$ cat src/rtl/wave_analyzer.sv
// wave_analyzer: recovers period, peak-to-peak amplitude and band
// from a 4-bit sampled waveform using a hysteretic crossing detector.
module wave_analyzer #(
  parameter int THRESH     = 8,
  parameter int HYST       = 1,
  parameter int CNT_W      = 10,
  parameter int MAX_PERIOD = 1023,
  parameter int LOW_P      = 64,
  parameter int HIGH_P     = 16
) (
  input  logic             clk,
  input  logic             reset,
  input  logic             sample_en,
  input  logic [3:0]       wave_in,
  output logic [CNT_W-1:0] period_out,
  output logic [3:0]       amp_out,
  output logic [1:0]       freq_label,
  output logic             meas_valid,
  output logic             no_signal
);

  localparam logic [1:0] S_SYNC   = 2'd0;
  localparam logic [1:0] S_ARM    = 2'd1;
  localparam logic [1:0] S_RUN_HI = 2'd2;
  localparam logic [1:0] S_RUN_LO = 2'd3;

  localparam logic [4:0] HI_V = 5'(THRESH + HYST);
  localparam logic [4:0] LO_V = 5'(THRESH - HYST);

  localparam logic [CNT_W-1:0] TO_CNT = CNT_W'(MAX_PERIOD - 1);
  localparam logic [CNT_W-1:0] LOW_V  = CNT_W'(LOW_P);
  localparam logic [CNT_W-1:0] HIGH_V = CNT_W'(HIGH_P);

  logic [1:0]       state_q, state_d;
  logic [CNT_W-1:0] cnt_q, cnt_d;
  logic [3:0]       max_q, max_d;
  logic [3:0]       min_q, min_d;
  logic [CNT_W-1:0] period_q, period_d;
  logic [3:0]       amp_q, amp_d;
  logic [1:0]       label_q, label_d;
  logic             mv_q, mv_d;
  logic             ns_q, ns_d;

  logic             is_low;
  logic             is_rise;
  logic [CNT_W-1:0] p;
  logic [3:0]       hi_s;
  logic [3:0]       lo_s;

  assign is_low  = {1'b0, wave_in} <= LO_V;
  assign is_rise = {1'b0, wave_in} >= HI_V;
  assign p       = cnt_q + CNT_W'(1);
  assign hi_s    = (wave_in > max_q) ? wave_in : max_q;
  assign lo_s    = (wave_in < min_q) ? wave_in : min_q;

  always_comb begin
    state_d  = state_q;
    cnt_d    = cnt_q;
    max_d    = max_q;
    min_d    = min_q;
    period_d = period_q;
    amp_d    = amp_q;
    label_d  = label_q;
    mv_d     = 1'b0;
    ns_d     = ns_q;
    if (sample_en) begin
      case (state_q)
        S_SYNC: begin
          if (is_low) state_d = S_ARM;
        end
        S_ARM: begin
          if (is_rise) begin
            state_d = S_RUN_HI;
            cnt_d   = '0;
            max_d   = wave_in;
            min_d   = wave_in;
          end
        end
        default: begin
          // timeout wins over an emit on the same sample
          if (cnt_q == TO_CNT) begin
            state_d  = S_SYNC;
            cnt_d    = '0;
            period_d = '0;
            amp_d    = '0;
            label_d  = 2'b11;
            ns_d     = 1'b1;
          end else if (state_q == S_RUN_LO && is_rise) begin
            period_d = p;
            amp_d    = hi_s - lo_s;
            if (p >= LOW_V)       label_d = 2'b00;
            else if (p < HIGH_V)  label_d = 2'b10;
            else                  label_d = 2'b01;
            mv_d     = 1'b1;
            ns_d     = 1'b0;
            cnt_d    = '0;
            max_d    = wave_in;
            min_d    = wave_in;
            state_d  = S_RUN_HI;
          end else begin
            cnt_d = p;
            max_d = hi_s;
            min_d = lo_s;
            if (state_q == S_RUN_HI && is_low) state_d = S_RUN_LO;
          end
        end
      endcase
    end
  end

  always_ff @(posedge clk) begin
    if (reset) begin
      state_q  <= S_SYNC;
      cnt_q    <= '0;
      max_q    <= '0;
      min_q    <= '0;
      period_q <= '0;
      amp_q    <= '0;
      label_q  <= 2'b11;
      mv_q     <= 1'b0;
      ns_q     <= 1'b1;
    end else begin
      state_q  <= state_d;
      cnt_q    <= cnt_d;
      max_q    <= max_d;
      min_q    <= min_d;
      period_q <= period_d;
      amp_q    <= amp_d;
      label_q  <= label_d;
      mv_q     <= mv_d;
      ns_q     <= ns_d;
    end
  end

  assign period_out = period_q;
  assign amp_out    = amp_q;
  assign freq_label = label_q;
  assign meas_valid = mv_q;
  assign no_signal  = ns_q;

endmodule

$ cat config.mk
export PLATFORM = sky130hd
export DESIGN_NAME = wave_analyzer
export DESIGN_NICKNAME = d
export VERILOG_FILES = /design/src/rtl/wave_analyzer.sv
export SDC_FILE = /design/constraint.sdc
export NUM_CORES = 1
export LEC_CHECK = 0
export BUFFER_PORTS_ARGS = -buffer_cell sky130_fd_sc_hd__buf_2
export CORE_ASPECT_RATIO = 1.25
export CORE_MARGIN = 1.5
export CORE_UTILIZATION = 56
export DETAILED_ROUTE_END_ITERATION = 6
export PLACE_DENSITY = 0.88
export SYNTH_ARGS = -nofsm -noshare
export SYNTH_HDL_FRONTEND = slang
export SYNTH_SLANG_ARGS = --single-unit
$ cat constraint.sdc
create_clock -name clk -period 5.1 [get_ports clk]
set_input_delay 0.765 -clock clk [delete_from_list [all_inputs] [get_ports clk]]
set_output_delay 0.765 -clock clk [all_outputs]
set_load 0.05 [all_outputs]
==> Yosys cells after proc, flatten, opt, wreduce, memory -nomap -nowiden <==
Cells that the tools add are included.
{ "op_classes": {"order_cmp": 6, "n_mux": 30, "n_eq_ne": 7, "add_sub_neg": 2, "bitwise_logic": 3, "reduce_logical": 11} }
{ "op_table": {"columns": ["cell", "count"], "rows": [
  ["10-bit 2-to-1 mux", 5],
  ["4-bit 2-to-1 mux", 9],
  ["10-bit one-hot mux with 2 select lines", 1],
  ["2-bit 2-to-1 mux", 9],
  ["4-bit one-hot mux with 2 select lines", 2],
  ["10-bit by 1-bit adder with 10-bit output (second input constant)", 1],
  ["10-bit equality test (second input constant)", 1],
  ["10-bit by 7-bit greater-or-equal comparator with 1-bit output (second input constant)", 1],
  ["10-bit by 5-bit less-than comparator with 1-bit output (second input constant)", 1],
  ["4-bit AND reduction", 2],
  ["3-bit AND reduction", 2],
  ["5-bit nonzero test", 1],
  ["5-bit OR reduction", 1],
  ["2-bit equality test (second input constant)", 2],
  ["4-bit greater-or-equal comparator (second input constant)", 1],
  ["4-bit > comparator", 1],
  ["4-bit by 3-bit <= comparator with 1-bit output (second input constant)", 1],
  ["4-bit less-than comparator", 1],
  ["2-bit != test (second input constant)", 2],
  ["2-bit one-hot mux with 2 select lines", 1],
  ["4-bit subtractor", 1],
  ["1-bit 2-to-1 mux", 3],
  ["1-bit NOT", 3],
  ["2-bit by 1-bit equality test with 1-bit output (second input constant)", 1],
  ["5 further kinds", 6]
]} }
{ "totals": {"in_bits": 7, "register_bits": 38, "word_cells": 68} }

==> Longest topological paths before layout <==
Gate-level depths: netlist (run 1).
{ "depth": {"ltp_word": 6, "ltp_mapped": 14, "depth_no_buf": 14} }

==> Worst setup path before layout (run 1) <==
Ideal clock, no wire load.
{ "synth_path": {"path_type": "input-to-reg", "startpoint": "input port wave_in[2]", "endpoint": "register amp_q[3] (netlist: amp_out[3])", "t_required_ps": 4973, "setup_time_ps": 127, "cell_stages": 12, "arrival_time_ps": 2961, "slack_ps": 2012, "n_path_buf": 0, "cell_sequence": "ha_1 -> a211oi_1 -> nand2_1 -> o211ai_1 -> mux2i_1 -> inv_1 -> ha_1 -> a21o_1 -> a21oi_1 -> xor2_1 -> xnor2_1 -> o2bb2ai_1"} }
{ "synth_between": {"elab_chain_cells": 5} }
{ "synth_rtl": {"columns": ["element", "line_no", "source"], "rows": [
  ["from (decl)", "14", "input logic [3:0] wave_in,"],
  ["4-bit > comparator or 4-bit less-than comparator (tied branches)", "53, 54", null],
  ["4-bit 2-to-1 mux (on tied branches)", "53, 54", null],
  ["4-bit subtractor", "90", "amp_d = hi_s - lo_s;"],
  ["4-bit 2-to-1 mux", "88", "end else if (state_q == S_RUN_LO && is_rise) begin"],
  ["4-bit 2-to-1 mux", "81", "if (cnt_q == TO_CNT) begin"],
  ["to (signal assigned)", "128", "amp_q <= amp_d;"],
  ["to (decl)", "39", "logic [3:0] amp_q, amp_d;"]
]} }
Several ways; a longest one is shown, not always the timed one. The select of a mux whose other input is x is not followed.
A chain may end at the register's enable or synchronous reset.

==> Worst setup path after layout (run 1) <==
Same ends and word-level chain as after synthesis.

==> results list, run 1 <==
- Clock share of power: 0.368
* Aggregate global routing overflow: 0
* Clock latency on the worst-skew pair: 0.29 ns
- The flow ran to the end, and the final reports show no timing, DRC or antenna violations.
* Number of antenna violations at the first check in global routing: 0
- The clock passes through at most 2 buffers.
- The cell area that synthesis handed to floorplanning was 0.00207 mm2.
* Mapped Nets: 262
- STA classifies the critical path endpoint as a flip-flop.
- Measured along the x axis, the die boundary spans 57.3 um.
- TritonCTS built the clock tree.
- Crit-path most repeated cell: sky130_fd_sc_hd__ha_1
- Of the cells placed in the final design, the portion with a size suffix greater than 1 is 0.162.
- Portion of the clock cycle consumed by the worst path in the final layout: 0.625
- Wires add up to 4230 um.
- Clock tree synthesis selected as its root buffer the cell sky130_fd_sc_hd__clkbuf_8.
* Detailed placer's ending HPWL: 3090 um
- Iter 0 DRT Violations: 61
- For this design the ratio of total power to cell area is 254 mW/mm2.
- Summed over all cells, the static leakage comes to 0.944 nW.
- Antenna diode count: 0
- After synthesis, the cell types taking the most area are sky130_fd_sc_hd__dfxtp_1, sky130_fd_sc_hd__ha_1, sky130_fd_sc_hd__nor2_1.
- Reg2Reg Launch Point: max_q[2]$_SDFFE_PP0P_
* Overall Global Routing Usage: 0.225
- Core occupancy in the finished layout: 0.645
- Row count: 24
* Power dissipated by switching net loads: 0.143 mW
- Antenna Nets Post-Route: 0
- For this run, the post-layout net count is 279.
- Critical Path Source Type: input pin
- Global-route wire length before repair: 7160 um
- Setup total negative slack: 0 ns
- DR vias: 1,757
* # Post-CTS Setup Buffers: 0
- Average routed wire per standard cell: 14.2 um
- Crit path buf inv count: 2
* Count of flip-flops with a built-in enable after synthesis: 0
- Slowest library cell on the worst path: sky130_fd_sc_hd__mux2i_1
- Number of global-route vias before repair: 1,715
- Worst Setup Path Type: input pin to flip-flop
- The share of synthesized area in the top cell type comes to 0.368.
- sky130_fd_sc_hd__dfxtp_1 takes more of the synthesized area than any other cell.
* Slew margin rel.: 0.468
- The clock tree synthesis step divided the H-tree into 2 levels.
* Layout-stage area growth over the synthesis result: 9.62%
* Fmax: 314 MHz
- Post-detailed-route DRC marker count: 0
- Grouping stages by cell kind, the critical path spends the most delay in compound AO/OA/AOI/OAI gates.
- Register bit total from synthesis: 38
* Power Total: 0.576 mW
- The die is 70.9 um tall.
- Cells after synthesis: 241
* Top FF cell, synth: sky130_fd_sc_hd__dfxtp_1
* Fin crit period: 3.19 ns
- The library cells used most frequently in the layout, excluding fill and tap cells, are sky130_fd_sc_hd__dfxtp_1, sky130_fd_sc_hd__nor2_1, sky130_fd_sc_hd__buf_2, sky130_fd_sc_hd__a22oi_1.
- Hold Path End: no_signal$_SDFFE_PP1P_
* Maximum fanout along the worst path: 9
- Averaged over all synthesized cells, the footprint is 8.58 um2.
- For this run, the register share of the synthesized area comes to 0.368.
* Largest net degree at the start of global routing: 35
* Count of cell types in the netlist: 46
- Global placer's final weighted congestion: 0.886
- For this design, the CTS-stage hold fixing added 0 buffers.
- The final count of pins violating max slew was 0.
* Final-layout worst hold slack: 0.448 ns
- Dividing the detail-routed via count by the number of cells gives 5.90.
* Count of final hold-check violations: 0
* CTS resizes: 0
- Buffers placed on the I/O ports in this run total 24.
- Worst Hold Depth: 2
- Setup repair after global routing missed its margin: false
- For the final database, setup skew stands at 0.00540 ns.
- CTS Buf Count: 5
- On the worst path, the slowest cell contributes a delay of 0.37 ns.
* Arr. time, crit path: 3.35 ns
- Clock-pin slew was measured on the worst setup and hold paths at 0.07 ns.
* Initial standard-cell utilization of the core: 0.588
- The first detailed-routing pass ran for 4 iterations.
- Of the total power, the share spent switching nets is 0.248.
* Async SR Flop Fraction: 0
* Slack of the worst reg-to-reg path: 2.16 ns
- Synthesis warning total: 0
- IR analysis of the VDD net gives a maximum drop of 0.203 mV.
* Most common cell after layout, fill and taps aside: sky130_fd_sc_hd__dfxtp_1
- Min-Delay Path Class: flip-flop to flip-flop
- Setup violations remaining at the end of the flow were counted as 0.
- The worst hold path begins at no_signal$_SDFFE_PP1P_.
- The worst register-to-register path ends at amp_out[3]$_SDFFE_PP0P_.
- Total number of clock tree sinks: 38
* Die area: 0.00407 mm2
- Num ports: 25
- Of the total power, registers draw 0.523.
- For the pin with the worst max-slew slack, the measured transition is 0.794 ns.
* Fillers: 306
- Of the total power, combinational logic draws 0.108.
* Worst-path cell chain: buf_2 -> ha_1 -> a211oi_1 -> nand2_1 -> o211ai_1 -> mux2i_1 -> inv_1 -> ha_1 -> a21o_1 -> a21oi_1 -> xor2_1 -> xnor2_1 -> o2bb2ai_1
- Path depth of the worst reg2reg path: 13
- STA puts the critical path data required time at 5.26 ns.
* Internal Pwr Total: 0.433 mW
- The core region is 0.00351 mm2.
- Across the run, the number of max-cap violations was 0.
-- synth_stat cells, types with 2 or more instances --
master,instances
sky130_fd_sc_hd__buf_4,3
sky130_fd_sc_hd__ha_1,13
sky130_fd_sc_hd__nor3_1,3
sky130_fd_sc_hd__nand2_1,12
sky130_fd_sc_hd__a211oi_1,4
sky130_fd_sc_hd__nor2_1,37
sky130_fd_sc_hd__and3_1,2
sky130_fd_sc_hd__a31oi_1,2
sky130_fd_sc_hd__dfxtp_1,38
sky130_fd_sc_hd__inv_1,15
sky130_fd_sc_hd__a21o_1,3
sky130_fd_sc_hd__a311oi_1,3
sky130_fd_sc_hd__xor2_1,3
sky130_fd_sc_hd__clkbuf_1,8
sky130_fd_sc_hd__a22oi_1,17
sky130_fd_sc_hd__a21oi_1,15
sky130_fd_sc_hd__nand4_1,3
sky130_fd_sc_hd__o21ai_0,4
sky130_fd_sc_hd__mux2_2,2
sky130_fd_sc_hd__mux2i_1,10
sky130_fd_sc_hd__nand2b_1,6
sky130_fd_sc_hd__buf_2,3
sky130_fd_sc_hd__xnor2_1,9
sky130_fd_sc_hd__nor3_2,2
sky130_fd_sc_hd__nand3_1,3
-- tightest hold or removal path, stage by stage (launching register included) --
cell,delay [ns]
sky130_fd_sc_hd__dfxtp_1,0.31
sky130_fd_sc_hd__nand2_1,0.05
sky130_fd_sc_hd__nand2_1,0.04
-- power groups by stage --
stage / clock network [mW] / logic [mW] / registers (mW)
4_1_cts: 0.218 / 0.0625 / 0.301
3_3_place_gp: 0 / 0.0596 / 0.308
5_1_grt: 0.227 / 0.0703 / 0.301
2_1_floorplan: 0 / 0.0465 / 0.307
6_report: 0.212 / 0.0623 / 0.301
3_5_place_dp: 0 / 0.0622 / 0.308
-- stage by stage --
step / instance area [um2] / setup WS, ns / instances
after global placement: 2170 / 1.74 / 290
after global routing: 2270 / 1.73 / 298
final: 2270 / 1.91 / 298
after detailed placement: 2170 / 1.59 / 290
after CTS: 2270 / 1.92 / 298
after floorplan: 2070 / 2.01 / 241
-- how the worst max path moves through the flow --
stage                    start                 endpoint  slack (ns)  cells past startpoint
CTS                 wave_in[2]  amp_out[3]$_SDFFE_PP0P_        1.92                     13
global route        wave_in[2]  amp_out[3]$_SDFFE_PP0P_        1.73                     13
floorplan           wave_in[2]  amp_out[3]$_SDFFE_PP0P_        2.01                     12
finish              wave_in[2]  amp_out[3]$_SDFFE_PP0P_        1.91                     13
detailed placement  wave_in[2]  amp_out[3]$_SDFFE_PP0P_        1.59                     13
global placement    wave_in[2]  amp_out[3]$_SDFFE_PP0P_        1.74                     13
-- kinds of logic (layout without fill, tap and decap cells) --
| logic type | count (synthesis) | in the layout | share of synthesized area |
|---|---|---|---|
| adders and majority gates | 14 | 14 | 0.0884 |
| muxes | 12 | 12 | 0.0593 |
| and+or+nand+nor | 75 | 75 | 0.171 |
| xor gates and xnor gates | 12 | 12 | 0.0509 |
| DFF | 38 | 38 | 0.368 |
| AOI/OAI and AO/OA | 59 | 59 | 0.198 |
| buffers and inverters | 31 | 49 | 0.0642 |
-- routing by layer --
metal / track usage / share of wire
met5: 0 / 0
met3: 0.0475 / 0.035
met4: 0.111 / 0.026
met2: 0.414 / 0.52
met1: 0.234 / 0.42
-- flip-flops by register name, summed over array words and instances, names as in the netlist, named ones only --
signal,flops
no_signal,1
amp_out,4
period_out,10
state_q,2
min_q,3
max_q,4
meas_valid,1
freq_label,2
cnt_q,10
-- final cells by class --
cell class                      count  area [um2]  area share
Clock buffer                        7        86.3      0.0381
Clock inverter                      1        5.00     0.00221
Inverter                           15        56.3      0.0248
Multi-Input combinational cell    172        1170       0.518
Sequential cell                    38         761       0.336
Tap cell                           39        48.8      0.0215
Timing Repair Buffer               26         135      0.0596
No activity file was read; power rests on OpenSTA's default activity.
==> inputs of run 2 (changes only) <==
clock period = 3.12 ns   (was 5.1 ns; I/O delays follow)
==> run 2 against run 1 <==
Against the previous run: non-clock buffer count up 3; core utilization grew 0.64 points; register-to-register slack got worse by 1.7 ns; largest power group unchanged; flip-flop and latch count is the same; die area stayed put.
==> results list, run 2 (synthesis gave the netlist of run 1 again) <==
- The completed layout was analyzed and its total power is 0.941 mW.
- After detailed routing, the number of vias per cell comes to 5.71.
- Overall Global Routing Usage: 0.217
- The initial utilization of the core area, before any placement, comes to 0.588.
- Clock slew seen by the registers of the worst setup and hold paths: 0.07 ns
- Once the clock tree was built, the resizer swapped 0 gates to a different size.
- Layout-stage area growth over the synthesis result: 10.7%
* Setup total negative slack: 0 ns
* Die Y-Extent: 70.9 um
* Lkg Pwr: 0.957 nW
- The signal on the critical path passes through inv_1 -> ha_1 -> a211oi_1 -> nand2_1 -> o211ai_1 -> buf_4 -> nor2_1 -> a21oi_1 -> ha_1 -> inv_1 -> a21o_1 -> a21oi_1 -> xor2_1 -> xnor2_1 -> o2bb2ai_1.
- The number of global-route vias before repair was 1,624.
- In this design, the stage delay of the slowest critical-path cell is 0.36 ns.
- Critical Path End Type: flip-flop
* Result of the run: finished clean
- Num ports: 25
* Largest net degree at the start of global routing: 35
- Detailed placement finished with a half-perimeter wire length of 3000 um.
- Maximum fanout along the worst path: 5
- Measured along the x axis, the die boundary spans 57.3 um.
* Setup repair after global routing missed its margin: false
- Aggregate global routing overflow: 0
- Worst Setup Path Type: flip-flop to flip-flop
- Worst setup skew after layout: 0.00265 ns
- The first detailed-routing pass took 4 iterations.
- For the pin with the worst max-slew slack, the measured transition is 0.752 ns.
- The smallest clock period supported by the final layout is computed as 2.71 ns.
- Once layout is complete, the utilization of the core stands at 0.651.
- The later pin in the worst-skew pair is clocked with a latency of 0.29 ns.
- Critical Path Source Type: flip-flop
* Post-detailed-route DRC marker count: 0
- The layout has 307 filler cells.
- CTS Buf Count: 5
- Max H-tree Level: 2
- Most common cell after layout, fill and taps aside: sky130_fd_sc_hd__dfxtp_1
- In the finished design, the share of the clock period the worst path needs comes to 0.869.
- Grouping stages by cell kind, the critical path spends the most delay in compound AO/OA/AOI/OAI gates.
- Die area: 0.00407 mm2
- TritonCTS clock tree: yes
* Count of final hold-check violations: 0
* # Post-CTS Setup Buffers: 0
- Min-Delay Path Class: flip-flop to flip-flop
* Arr. time, crit path: 2.87 ns
* Average routed wire per standard cell: 13.8 um
- Antenna diode count: 0
* Area of the core: 0.00351 mm2
- Row count: 24
- The tool flagged a number of max-cap violations equal to 0.
- VDD IR max: 0.439 mV
- Slowest library cell on the worst path: sky130_fd_sc_hd__dfxtp_1
* Endpoint required time on the critical path: 3.28 ns
- Number of nets in the finished design: 282
- The first global-routing pass estimated 6920 um of wire.
- Max-slew violation count: 0
- The number of buffers and inverters on the critical path is 3.
- The count of nets left with antenna violations once routing finished came out at 0.
- Dividing total power by cell area gives a power density of 411 mW/mm2.
- Fmax: 369 MHz
* Hold bufs inserted after CTS: 0
- Clock tree synthesis found a total of 38 sinks.
- Leaving out fill and tap cells, the most frequent cells in the layout are sky130_fd_sc_hd__dfxtp_1, sky130_fd_sc_hd__nor2_1, sky130_fd_sc_hd__buf_2, sky130_fd_sc_hd__a22oi_1.
* Number of I/O port buffers: 24
- After the first detailed-routing iteration, the DRC count stood at 67.
- The number of antenna violations at the first check in global routing was 0.
- Setup violations remaining at the end of the flow were counted as 0.
- Slew margin rel.: 0.496
- Number of buffers on the longest clock path: 2
- Final routed wirelength across all metal layers: 4150 um
- DR vias: 1,720
* Cell chosen for the clock root: sky130_fd_sc_hd__clkbuf_8
- Fraction of layout cells with a size suffix above 1: 0.172
* Global placer's final weighted congestion: 0.876
==> run 2: report_power, final <==
part,internal (mW),switching (mW),leakage (nW)
combinational,0.0445,0.0601,0.603
sequential,0.489,0.00397,0.307
clock,0.178,0.166,0.0482
==> run 2: worst register-to-register path: cells and delay by family (launching register included) <==
family	cells	cell delay, ns
flip-flops	1	0.36
AND/OR/NAND/NOR	2	0.12
AO/OA/AOI/OAI	6	0.98
XOR/XNOR	2	0.28
adder cells (fa/ha/maj)	2	0.51
buffers and inverters	3	0.32
==> run 2: final timing paths <==
path / cells after the start / slack [ns] / startpoint / to
max: 15 / 0.41 / max_q[2]$_SDFFE_PP0P_ / amp_out[3]$_SDFFE_PP0P_
min: 2 / 0.45 / no_signal$_SDFFE_PP1P_ / no_signal$_SDFFE_PP1P_
max reg2reg: 15 / 0.41 / max_q[2]$_SDFFE_PP0P_ / amp_out[3]$_SDFFE_PP0P_
min reg2reg: 2 / 0.45 / no_signal$_SDFFE_PP1P_ / no_signal$_SDFFE_PP1P_
==> run 2: metal layers <==
layer,GRT usage,wire [um],up-vias
met2,0.388,2190,32
met1,0.235,1700,793
met4,0.111,127,0
li1,-,-,883
met3,0.0494,121,12
met5,0,0,-
==> run 2: stage by stage <==
| stage | hold slack, ns | worst slack [ns] | cells | instance area [um2] |
|---|---|---|---|---|
| after floorplan | 0.462 | 0.329 | 241 | 2070 |
| after detailed placement | 0.437 | 0.138 | 293 | 2200 |
| after CTS | 0.447 | 0.397 | 301 | 2290 |
| after global routing | 0.477 | 0.220 | 301 | 2290 |
| after global placement | 0.434 | 0.274 | 293 | 2200 |
| final | 0.446 | 0.410 | 301 | 2290 |
==> run 2: area by class of cell <==
type / count / area [um2] / area share
clock buffer: 7 / 86.3 / 0.0377
clock inverter: 1 / 5.00 / 0.00219
inverter: 15 / 56.3 / 0.0246
multi-input combinational: 172 / 1170 / 0.513
sequential: 38 / 761 / 0.332
tap: 39 / 48.8 / 0.0213
timing repair buffer: 29 / 158 / 0.0689
